File: src/rtl/seq_byte_packer.sv
// Packs an accepted valid/ready byte stream into LANES-byte words with a lane-keep mask,
// closing words early on in_last and counting delivered packets with saturation.
module seq_byte_packer #(
    parameter int DATA_W = 8,
    parameter int LANES  = 4,
    parameter int CNT_W  = 16
) (
    input  logic                      clk,
    input  logic                      rst_n,
    input  logic                      in_valid,
    output logic                      in_ready,
    input  logic [DATA_W-1:0]         in_data,
    input  logic                      in_last,
    output logic                      out_valid,
    input  logic                      out_ready,
    output logic [DATA_W*LANES-1:0]   out_data,
    output logic [LANES-1:0]          out_keep,
    output logic                      out_last,
    output logic [CNT_W-1:0]          pkt_count
);

    localparam int IDX_W  = $clog2(LANES);
    localparam int WORD_W = DATA_W * LANES;

    typedef enum logic {
        EMPTY,
        FILL
    } state_t;

    state_t            state, state_next;
    logic [IDX_W-1:0]  lane_idx, lane_idx_next;
    logic [WORD_W-1:0] asm_data, asm_data_next;
    logic [LANES-1:0]  asm_keep, asm_keep_next;

    logic [WORD_W-1:0] word_merged;
    logic [LANES-1:0]  keep_merged;

    logic              in_fire;
    logic              out_fire;
    logic              close_word;

    logic              out_load;
    logic              out_valid_next;

    // A full output register blocks the input unless it drains on this very edge.
    assign in_ready   = !out_valid || out_ready;
    assign in_fire    = in_valid && in_ready;
    assign out_fire   = out_valid && out_ready;
    assign close_word = in_fire && ((lane_idx == IDX_W'(LANES - 1)) || in_last);

    always_comb begin
        word_merged = asm_data;
        keep_merged = asm_keep;
        for (int i = 0; i < LANES; i++) begin
            if (lane_idx == IDX_W'(i)) begin
                word_merged[i*DATA_W +: DATA_W] = in_data;
                keep_merged[i]                  = 1'b1;
            end
        end
    end

    always_ff @(posedge clk or negedge rst_n) begin
        if (!rst_n) begin
            state    <= EMPTY;
            lane_idx <= '0;
            asm_data <= '0;
            asm_keep <= '0;
        end else begin
            state    <= state_next;
            lane_idx <= lane_idx_next;
            asm_data <= asm_data_next;
            asm_keep <= asm_keep_next;
        end
    end

    always_comb begin
        state_next    = state;
        lane_idx_next = lane_idx;
        asm_data_next = asm_data;
        asm_keep_next = asm_keep;
        if (in_fire) begin
            if (close_word) begin
                state_next    = EMPTY;
                lane_idx_next = '0;
                asm_data_next = '0;
                asm_keep_next = '0;
            end else begin
                state_next    = FILL;
                lane_idx_next = lane_idx + IDX_W'(1);
                asm_data_next = word_merged;
                asm_keep_next = keep_merged;
            end
        end
    end

    // A close on the same edge as a drain reloads the register, so out_valid never bubbles.
    always_comb begin
        out_load       = close_word;
        out_valid_next = out_valid;
        if (close_word) begin
            out_valid_next = 1'b1;
        end else if (out_fire) begin
            out_valid_next = 1'b0;
        end
    end

    always_ff @(posedge clk or negedge rst_n) begin
        if (!rst_n) begin
            out_valid <= 1'b0;
            out_data  <= '0;
            out_keep  <= '0;
            out_last  <= 1'b0;
        end else begin
            out_valid <= out_valid_next;
            if (out_load) begin
                out_data <= word_merged;
                out_keep <= keep_merged;
                out_last <= in_last;
            end
        end
    end

    always_ff @(posedge clk or negedge rst_n) begin
        if (!rst_n) begin
            pkt_count <= '0;
        end else if (out_fire && out_last && (pkt_count != {CNT_W{1'b1}})) begin
            pkt_count <= pkt_count + CNT_W'(1);
        end
    end

endmodule

File: config.mk
export PLATFORM = sky130hd
export DESIGN_NAME = seq_byte_packer
export DESIGN_NICKNAME = d
export VERILOG_FILES = /design/src/rtl/seq_byte_packer.sv
export SDC_FILE = /design/constraint.sdc
export NUM_CORES = 1
export LEC_CHECK = 0
export CORE_MARGIN = 2
export CORE_UTILIZATION = 40
export DETAILED_ROUTE_END_ITERATION = 8
export GPL_TIMING_DRIVEN = 0
export PLACE_DENSITY = 0.73
export SLEW_MARGIN = 20
export SYNTH_ARGS = -nofsm -noshare
export SYNTH_HDL_FRONTEND = slang
export SYNTH_SLANG_ARGS = --single-unit
File: constraint.sdc
create_clock -name clk -period 2.07 [get_ports clk]
set_input_delay 0.5175 -clock clk [delete_from_list [all_inputs] [get_ports clk]]
set_output_delay 0.5175 -clock clk [all_outputs]
set_load 0.03 [all_outputs]
Word-level counts from Yosys, hierarchy flattened
Index checks and enable logic that the tools add are counted.
{"block": "totals", "input_bits": 13, "regBits": 92, "output_inout_bits": 55, "elab_cells": 37}
{"block": "classes", "reduce_logical": 10, "eq_ne": 4, "add_sub_neg": 2, "n_mux": 13}
{"op": "two-way mux 32 bit", "count": 1}
{"op": "two-way mux 8 bit", "count": 4}
{"op": "adder 16 x 1 -> 16 bit, second input constant", "count": 1}
{"op": "!= test 16 bit, second input constant", "count": 1}
{"op": "two-way mux 1 bit", "count": 6}
{"op": "logical AND 1 bit", "count": 5}
{"op": "== test 2 bit, second input constant", "count": 2}
{"op": "two-way mux 4 bit", "count": 1}
{"op": "adder 2 x 1 -> 2 bit, second input constant", "count": 1}
{"op": "== test 2 x 1 -> 1 bit, second input constant", "count": 1}
{"op": "zero test 2 bit", "count": 1}
{"op": "logical OR 1 bit", "count": 2}
{"op": "two-way mux 2 bit", "count": 1}
{"op": "nonzero test 2 bit", "count": 1}
{"op": "zero test 1 bit", "count": 1}

Logic depth before layout (Yosys ltp)
Gate-level depths: netlist of run 1.
{"block": "depth", "ltp_word": 5, "depth_mapped": 7}

Worst setup path before layout of run 1
OpenSTA, ideal clock, no wires.
{"block": "synth_timing", "kind": "reg-to-reg", "from": "reg pkt_count[0]", "to": "reg pkt_count[1]", "arrival_ps": 1687, "n_path_buf": 0, "period_less_slack_ps": 1812, "t_required_ps": 1945, "path_stages_with_launch": 6, "setup_slack_ps": 258, "cell_sequence": "dfrtp_1 > ha_1 > nand3_1 > nor4_4 > nor2_2 > mux2_4"}
{"block": "synth_via", "elab_chain_len": 2, "elab_cells_between_ends": 3}
{"element": "start: declaration", "line": "19", "text": "output logic [CNT_W-1:0] pkt_count"}
{"element": "start signal: assignment", "line": "127", "text": "pkt_count <= pkt_count + CNT_W'(1);"}
{"element": "branches (longest 2 deep; another with adder 16 x 1 -> 16 bit)"}
Several ways; the timed one is not identified.
A chain may end at the register's enable or synchronous reset.

Final worst setup path of run 1
{"block": "layout_timing", "from": "reg pkt_count[8]", "to": "out pkt_count[8]"}
No word-level cell between the ends.

==> results of run 1 <==
[final cells by class]
type,count,area [um2]
tap,133,166
fill,856,4660
clock buffer,10,128
sequential,92,2300
buffer,17,75.1
inverter,5,18.8
clock inverter,6,72.6
timing repair buffer,68,696
multi-input combinational,226,1570
[cell usage after synthesis (2+ instances only)]
| cell | number | area share |
|---|---|---|
| a21oi_1 | 4 | 0.0051 |
| a22o_1 | 25 | 0.055 |
| a31oi_1 | 2 | 0.0032 |
| and2_1 | 9 | 0.014 |
| and3_1 | 4 | 0.0063 |
| buf_2 | 6 | 0.0076 |
| clkbuf_1 | 10 | 0.0095 |
| dfrtp_1 | 92 | 0.58 |
| ha_1 | 5 | 0.016 |
| inv_1 | 5 | 0.0047 |
| mux2_1 | 2 | 0.0057 |
| mux2i_1 | 32 | 0.081 |
| nand2_1 | 42 | 0.040 |
| nand3_1 | 9 | 0.011 |
| nand4_1 | 2 | 0.0032 |
| nand4_4 | 2 | 0.011 |
| nor2_1 | 12 | 0.011 |
| nor3_1 | 3 | 0.0038 |
| nor4_2 | 3 | 0.0095 |
| o21ai_0 | 40 | 0.051 |
| o21ai_1 | 3 | 0.0038 |
| or2_2 | 2 | 0.0032 |
| xnor2_1 | 4 | 0.0089 |
| xor2_1 | 7 | 0.015 |
[worst max-delay path by stage]
stage,start,to,slack (ns)
after floorplan,pkt_count[0]$_DFFE_PN0P_,pkt_count[1]$_DFFE_PN0P_,0.26
after global placement,rst_n,asm_data[23]$_DFFE_PN0P_,-2.77
after detailed placement,in_last,out_data[24]$_DFFE_PN0P_,-0.38
after CTS,pkt_count[6]$_DFFE_PN0P_,pkt_count[6],0.003
after global routing,pkt_count[8]$_DFFE_PN0P_,pkt_count[8],0.005
final,pkt_count[8]$_DFFE_PN0P_,pkt_count[8],0.05
[metrics by stage]
stage           util  cell area [um2]  instances  total power (uW)  setup TNS (ns)
4_1_cts        0.517             5000        557              5340               0
6_report       0.519             5030        557              5280               0
2_1_floorplan      -             3960        340              3380               0
3_5_place_dp   0.497             4810        541              4110          -15.08
3_3_place_gp   0.495             4790        540              4070         -267.78
5_1_grt        0.519             5030        557              5580               0
[sequential cells by signal, summed over array words and instances (netlist names)]
name / count
asm_data: 32
pkt_count: 16
out_last: 1
out_keep: 4
lane_idx: 2
asm_keep: 4
out_valid: 1
out_data: 32
[power breakdown]
| group | internal (uW) | leakage (uW) | switching, uW |
|---|---|---|---|
| logic | 706 | 0.00107 | 987 |
| clock network | 569 | 0.0000971 | 661 |
| registers | 2120 | 0.00122 | 240 |
| total | 3390 | 0.00238 | 1890 |
[timing repair]
item	in CTS	in global routing
setup endpoints to repair	14	10
gates cloned	0	0
endpoints found under the hold margin	0	0
gates resized for setup	12	9
[layer usage]
layer,GRT usage,routed length (um),up-vias
li1,-,-,1361
met1,0.249,4150,1427
met2,0.260,4020,84
met3,0.0585,466,13
met4,0.0617,156,0
met5,0,0,-
[cell families after synthesis]
kind of cell	Yosys count	synth area share
simple gates	97	0.138
flops	92	0.582
mux	35	0.0904
buf+inv	22	0.0231
fa+ha+maj	5	0.0158
xor+xnor	11	0.0243
compound gates	78	0.126
==> metrics.txt, run 1 <==
status=finished clean; Worst path max stage delay=0.70 ns; Netlist cell types=39; class of the most critical setup path=flop to output port; syn avg cell area=11.6 um2; die width=~100 um; most frequent cells in the layout=dfrtp_1 (92), clkdlybuf4s50_1 (51), nand2_1 (42); crit end category=output port; Async S/R FF share, synth=1.00; die outline area=10,700 um2; R2R setup slack=0.16 ns; vias in the first global route=2,733; IO Port Bufs=67; worst r2r dst=out_data[23]$_DFFE_PN0P_; routed wire length=8.80 mm; crit start category=flop; crit-path max FO=5; slew at the pin with the worst max-slew slack=0.729 ns; P per Cell Area=1050 nW/um2; Synth warnings=0; insertion delay to the later sink of the worst-skew pair=between 0.3 and 0.4 ns; # diodes=0; Finish-stage setup viols=0; Seq/Total Area, Yosys=0.582; first-pass GRT wire length=~14 mm; initial antenna violation count=0; die height=103 um; clk slew on worst S/H paths=0.09 ns; CP max-delay cell=clkdlybuf4s50_1; worst path required time=1.55 ns; synthesized cell area=3960 um2; routed len/inst=15.8 um; Mapped Cells=340; Max Slew Vio Count=0; GRT Overall Usage=0.178; max cap viols=0; Min-Delay Path Class=primary input to asynchronous set/reset pin; RR Startpoint=lane_idx[0]$_DFFE_PN0P_; setup bufs post-CTS=0; CP cell instances=clkdlybuf4s50_1; # rows=36; Max Freq=roughly 500 MHz; core outline area=9680 um2; Clock Tree Buf Depth=2; Leak=0.00238 uW; CTS sink cnt=92; cell count of the worst reg-to-reg path=7; root buffer cell=clkbuf_8; Hold Buf Count CTS=0; Final HPWL DP=6.13 mm; most common cell after layout, fill and taps aside=dfrtp_1; Initial Utilization=0.409; RSZ-0062 raised after global routing=false; Final GP Congestion=about 0.86; Rel. slew slack=0.514; final setup skew=0.0128 ns; DRT Pass-1 Iters=4; worst vdd ir=around 0.00035 V; CTS tree=done; final routed DRC violation total=0; Final Hold Viols=0; # IOs=68; Place WS=-0.380 ns; Final WS setup=0.0541 ns; Most used DFF post-synth=dfrtp_1; worst path bufs/invs=1; via count=2,885; share of layout cells above drive strength 1=0.0920; Layout Nets=437; #FFs+latches synth=a little over 90; largest net degree at the start of global routing=a little over 50; Critical Path Stages=1; final cycle utilization of the critical path=0.974; CTS buffer count=9; Post-DRT Antenna Nets=0; Worst path top cell family by delay=buffers and inverters; net count after synthesis=~360; Fin Hold WS=0.152 ns; Remaining Overflow, GRT=0; via density per instance=about 5.2; H-tree depth=3; Arrival @ worst endpoint=approximately 1.5 ns; EDFF count, synth=0; Area Growth Syn to Fin=27.0%; Tmin final=2.02 ns; 1st-iter DRT viols=194
Note: power is estimated with default switching activity, not from simulation.
==> inputs of run 2 (changes only) <==
--- a/config.mk
+++ b/config.mk
@@ -9,7 +9,7 @@
 export CORE_UTILIZATION = 40
 export DETAILED_ROUTE_END_ITERATION = 8
 export GPL_TIMING_DRIVEN = 0
-export PLACE_DENSITY = 0.73
+export PLACE_DENSITY = 0.78
 export SLEW_MARGIN = 20
 export SYNTH_ARGS = -nofsm -noshare
 export SYNTH_HDL_FRONTEND = slang
==> constraint.sdc (replaced) <==
create_clock -name clk -period 1.85 [get_ports clk]
set_input_delay 0.4625 -clock clk [delete_from_list [all_inputs] [get_ports clk]]
set_output_delay 0.4625 -clock clk [all_outputs]
set_load 0.03 [all_outputs]
==> run 2 against run 1 <==
  * Clock power grew 4%
  * Combinational power up 7%
  * Final cell count down 0.18%
  * Register-to-register slack worse by 0.06 ns
  * Via count grew 0.87%
  * Die area unchanged
  * Design area about the same
  * Non-clock buffer count is 2 higher
  * Critical path type unchanged
  * Critical endpoint is now pkt_count[12]
==> metrics.txt, run 2 (same netlist as run 1, synthesis figures left out) <==
status=finished clean; final routed DRC violation total=0 (unchanged); IO Port Bufs=67 (unchanged); Max Freq=568 MHz; Initial Utilization=0.409 (unchanged); via count=2,910 (+0.87%); P per Cell Area=1140 nW/um2 (+8.1%); Final Hold Viols=0 (unchanged); final cycle utilization of the critical path=0.952; CP cell instances=dlygate4sd2_1; most common cell after layout, fill and taps aside=dfrtp_1; crit start category=flop; CTS sink cnt=92 (unchanged); share of layout cells above drive strength 1=0.125 (+0.0333); CTS buffer count=9 (unchanged); via density per instance=5.23 (+1.0%); Clock Tree Buf Depth=2 (unchanged); Leak=0.00258 uW (+8.2%); crit-path max FO=7 (+2); Tmin final=1.76 ns; Final HPWL DP=6.04 mm (-1.4%); Max Slew Vio Count=0 (unchanged); routed wire length=8.70 mm (-1.1%); # rows=36 (unchanged); Layout Nets=439 (+0.46%); routed len/inst=15.6 um (-0.97%); root buffer cell=clkbuf_8; first-pass GRT wire length=14.0 mm (-2.6%); Min-Delay Path Class=primary input to asynchronous set/reset pin; core outline area=9680 um2 (unchanged); initial antenna violation count=0 (unchanged); worst path bufs/invs=1 (unchanged); Worst path top cell family by delay=flip-flops; final setup skew=0.00568 ns (-0.00712 ns); Remaining Overflow, GRT=0 (unchanged); Arrival @ worst endpoint=1.30 ns (-0.20 ns); most frequent cells in the layout=dfrtp_1 (91), dlygate4sd2_1 (44), nand2_1 (42); Finish-stage setup viols=0 (unchanged); FILL cells=825 (-3.6%); DRT Pass-1 Iters=4 (unchanged); die height=103 um (unchanged); GRT Overall Usage=0.174 (-0.00349); largest net degree at the start of global routing=51 (unchanged); Worst path max stage delay=0.49 ns (-0.21 ns); vias in the first global route=2,759 (+0.95%); CTS tree=done; crit end category=output port; worst path required time=1.39 ns (-0.16 ns); 1st-iter DRT viols=171 (-12%); Final GP Congestion=0.841 (-1.7%); Hold Buf Count CTS=0 (unchanged); die outline area=10,700 um2 (unchanged); Rel. slew slack=0.563 (+0.0485); # IOs=68 (unchanged); max cap viols=0 (unchanged); # diodes=0 (unchanged); worst vdd ir=0.000488 V (+40%); die width=103 um (unchanged); H-tree depth=3 (unchanged); insertion delay to the later sink of the worst-skew pair=0.36 ns (about the same); slew at the pin with the worst max-slew slack=0.656 ns (-0.0728 ns); final core occ=0.519 (about the same); CP max-delay cell=dfrtp_1; Area Growth Syn to Fin=27.0% (about the same); clk slew on worst S/H paths=0.08 ns (about the same); class of the most critical setup path=flop to output port; setup_tns=0 ns (unchanged); Largest regs=asm_data: 32 flops, out_data: 32 flops, pkt_count: 16 flops; Post-DRT Antenna Nets=0 (unchanged)
run 2: metal layers:
| layer | up-vias | share of wire | track usage |
|---|---|---|---|
| li1 | 1372 | - | - |
| met1 | 1429 | 0.46 | 0.242 |
| met2 | 91 | 0.46 | 0.260 |
| met3 | 18 | 0.057 | 0.0343 |
| met4 | 0 | 0.024 | 0.0891 |
| met5 | - | 0 | 0 |
run 2: layout make-up:
class / count / area (um2) / area share
multi-input combinational: 226 / 1590 / 0.317
timing repair buffer: 70 / 673 / 0.134
sequential: 92 / 2300 / 0.458
inverter: 5 / 18.8 / 0.00374
clock inverter: 3 / 40.0 / 0.00797
tap: 133 / 166 / 0.0331
clock buffer: 10 / 138 / 0.0274
buffer: 17 / 92.6 / 0.0184
run 2: path summary, 6_finish.rpt:
path	from	end	slack, ns	cells past startpoint
min in group clk	out_data[7]$_DFFE_PN0P_	out_data[7]$_DFFE_PN0P_	0.48	2
min	rst_n	pkt_count[8]$_DFFE_PN0P_	0.13	1
min reg2reg	out_data[7]$_DFFE_PN0P_	out_data[7]$_DFFE_PN0P_	0.48	2
max	pkt_count[12]$_DFFE_PN0P_	pkt_count[12]	0.09	1
max reg2reg	lane_idx[0]$_DFFE_PN0P_	out_data[23]$_DFFE_PN0P_	0.10	7
max in group asynchronous	rst_n	lane_idx[0]$_DFFE_PN0P_	1.06	2
run 2: where the power goes:
part	internal [uW]	switching, uW	total, uW	leakage, uW
Clock	634	643	1280	0.0000939
Combinational	679	1120	1800	0.00127
Sequential	2370	254	2630	0.00122
run 2: stage by stage:
stage	power (uW)	setup WS (ns)	instances	hold slack, ns	area (um2)
after floorplan	3780	0.0377	340	0.167	3960
after global placement	4540	-2.86	540	0.464	4790
after detailed placement	4600	-0.515	541	0.470	4810
after CTS	5740	-0.148	554	0.133	4950
after global routing	6010	-0.000596	556	0.173	5020
final	5710	0.0897	556	0.129	5020
run 2: repair_timing:
| action | in CTS | in global routing |
|---|---|---|
| pin swaps | 0 | 1 |
| cloned | 0 | 0 |
| endpoints found under the setup margin | 81 | 61 |
| resized for setup | 56 | 28 |
| buffers inserted | 0 | 2 |
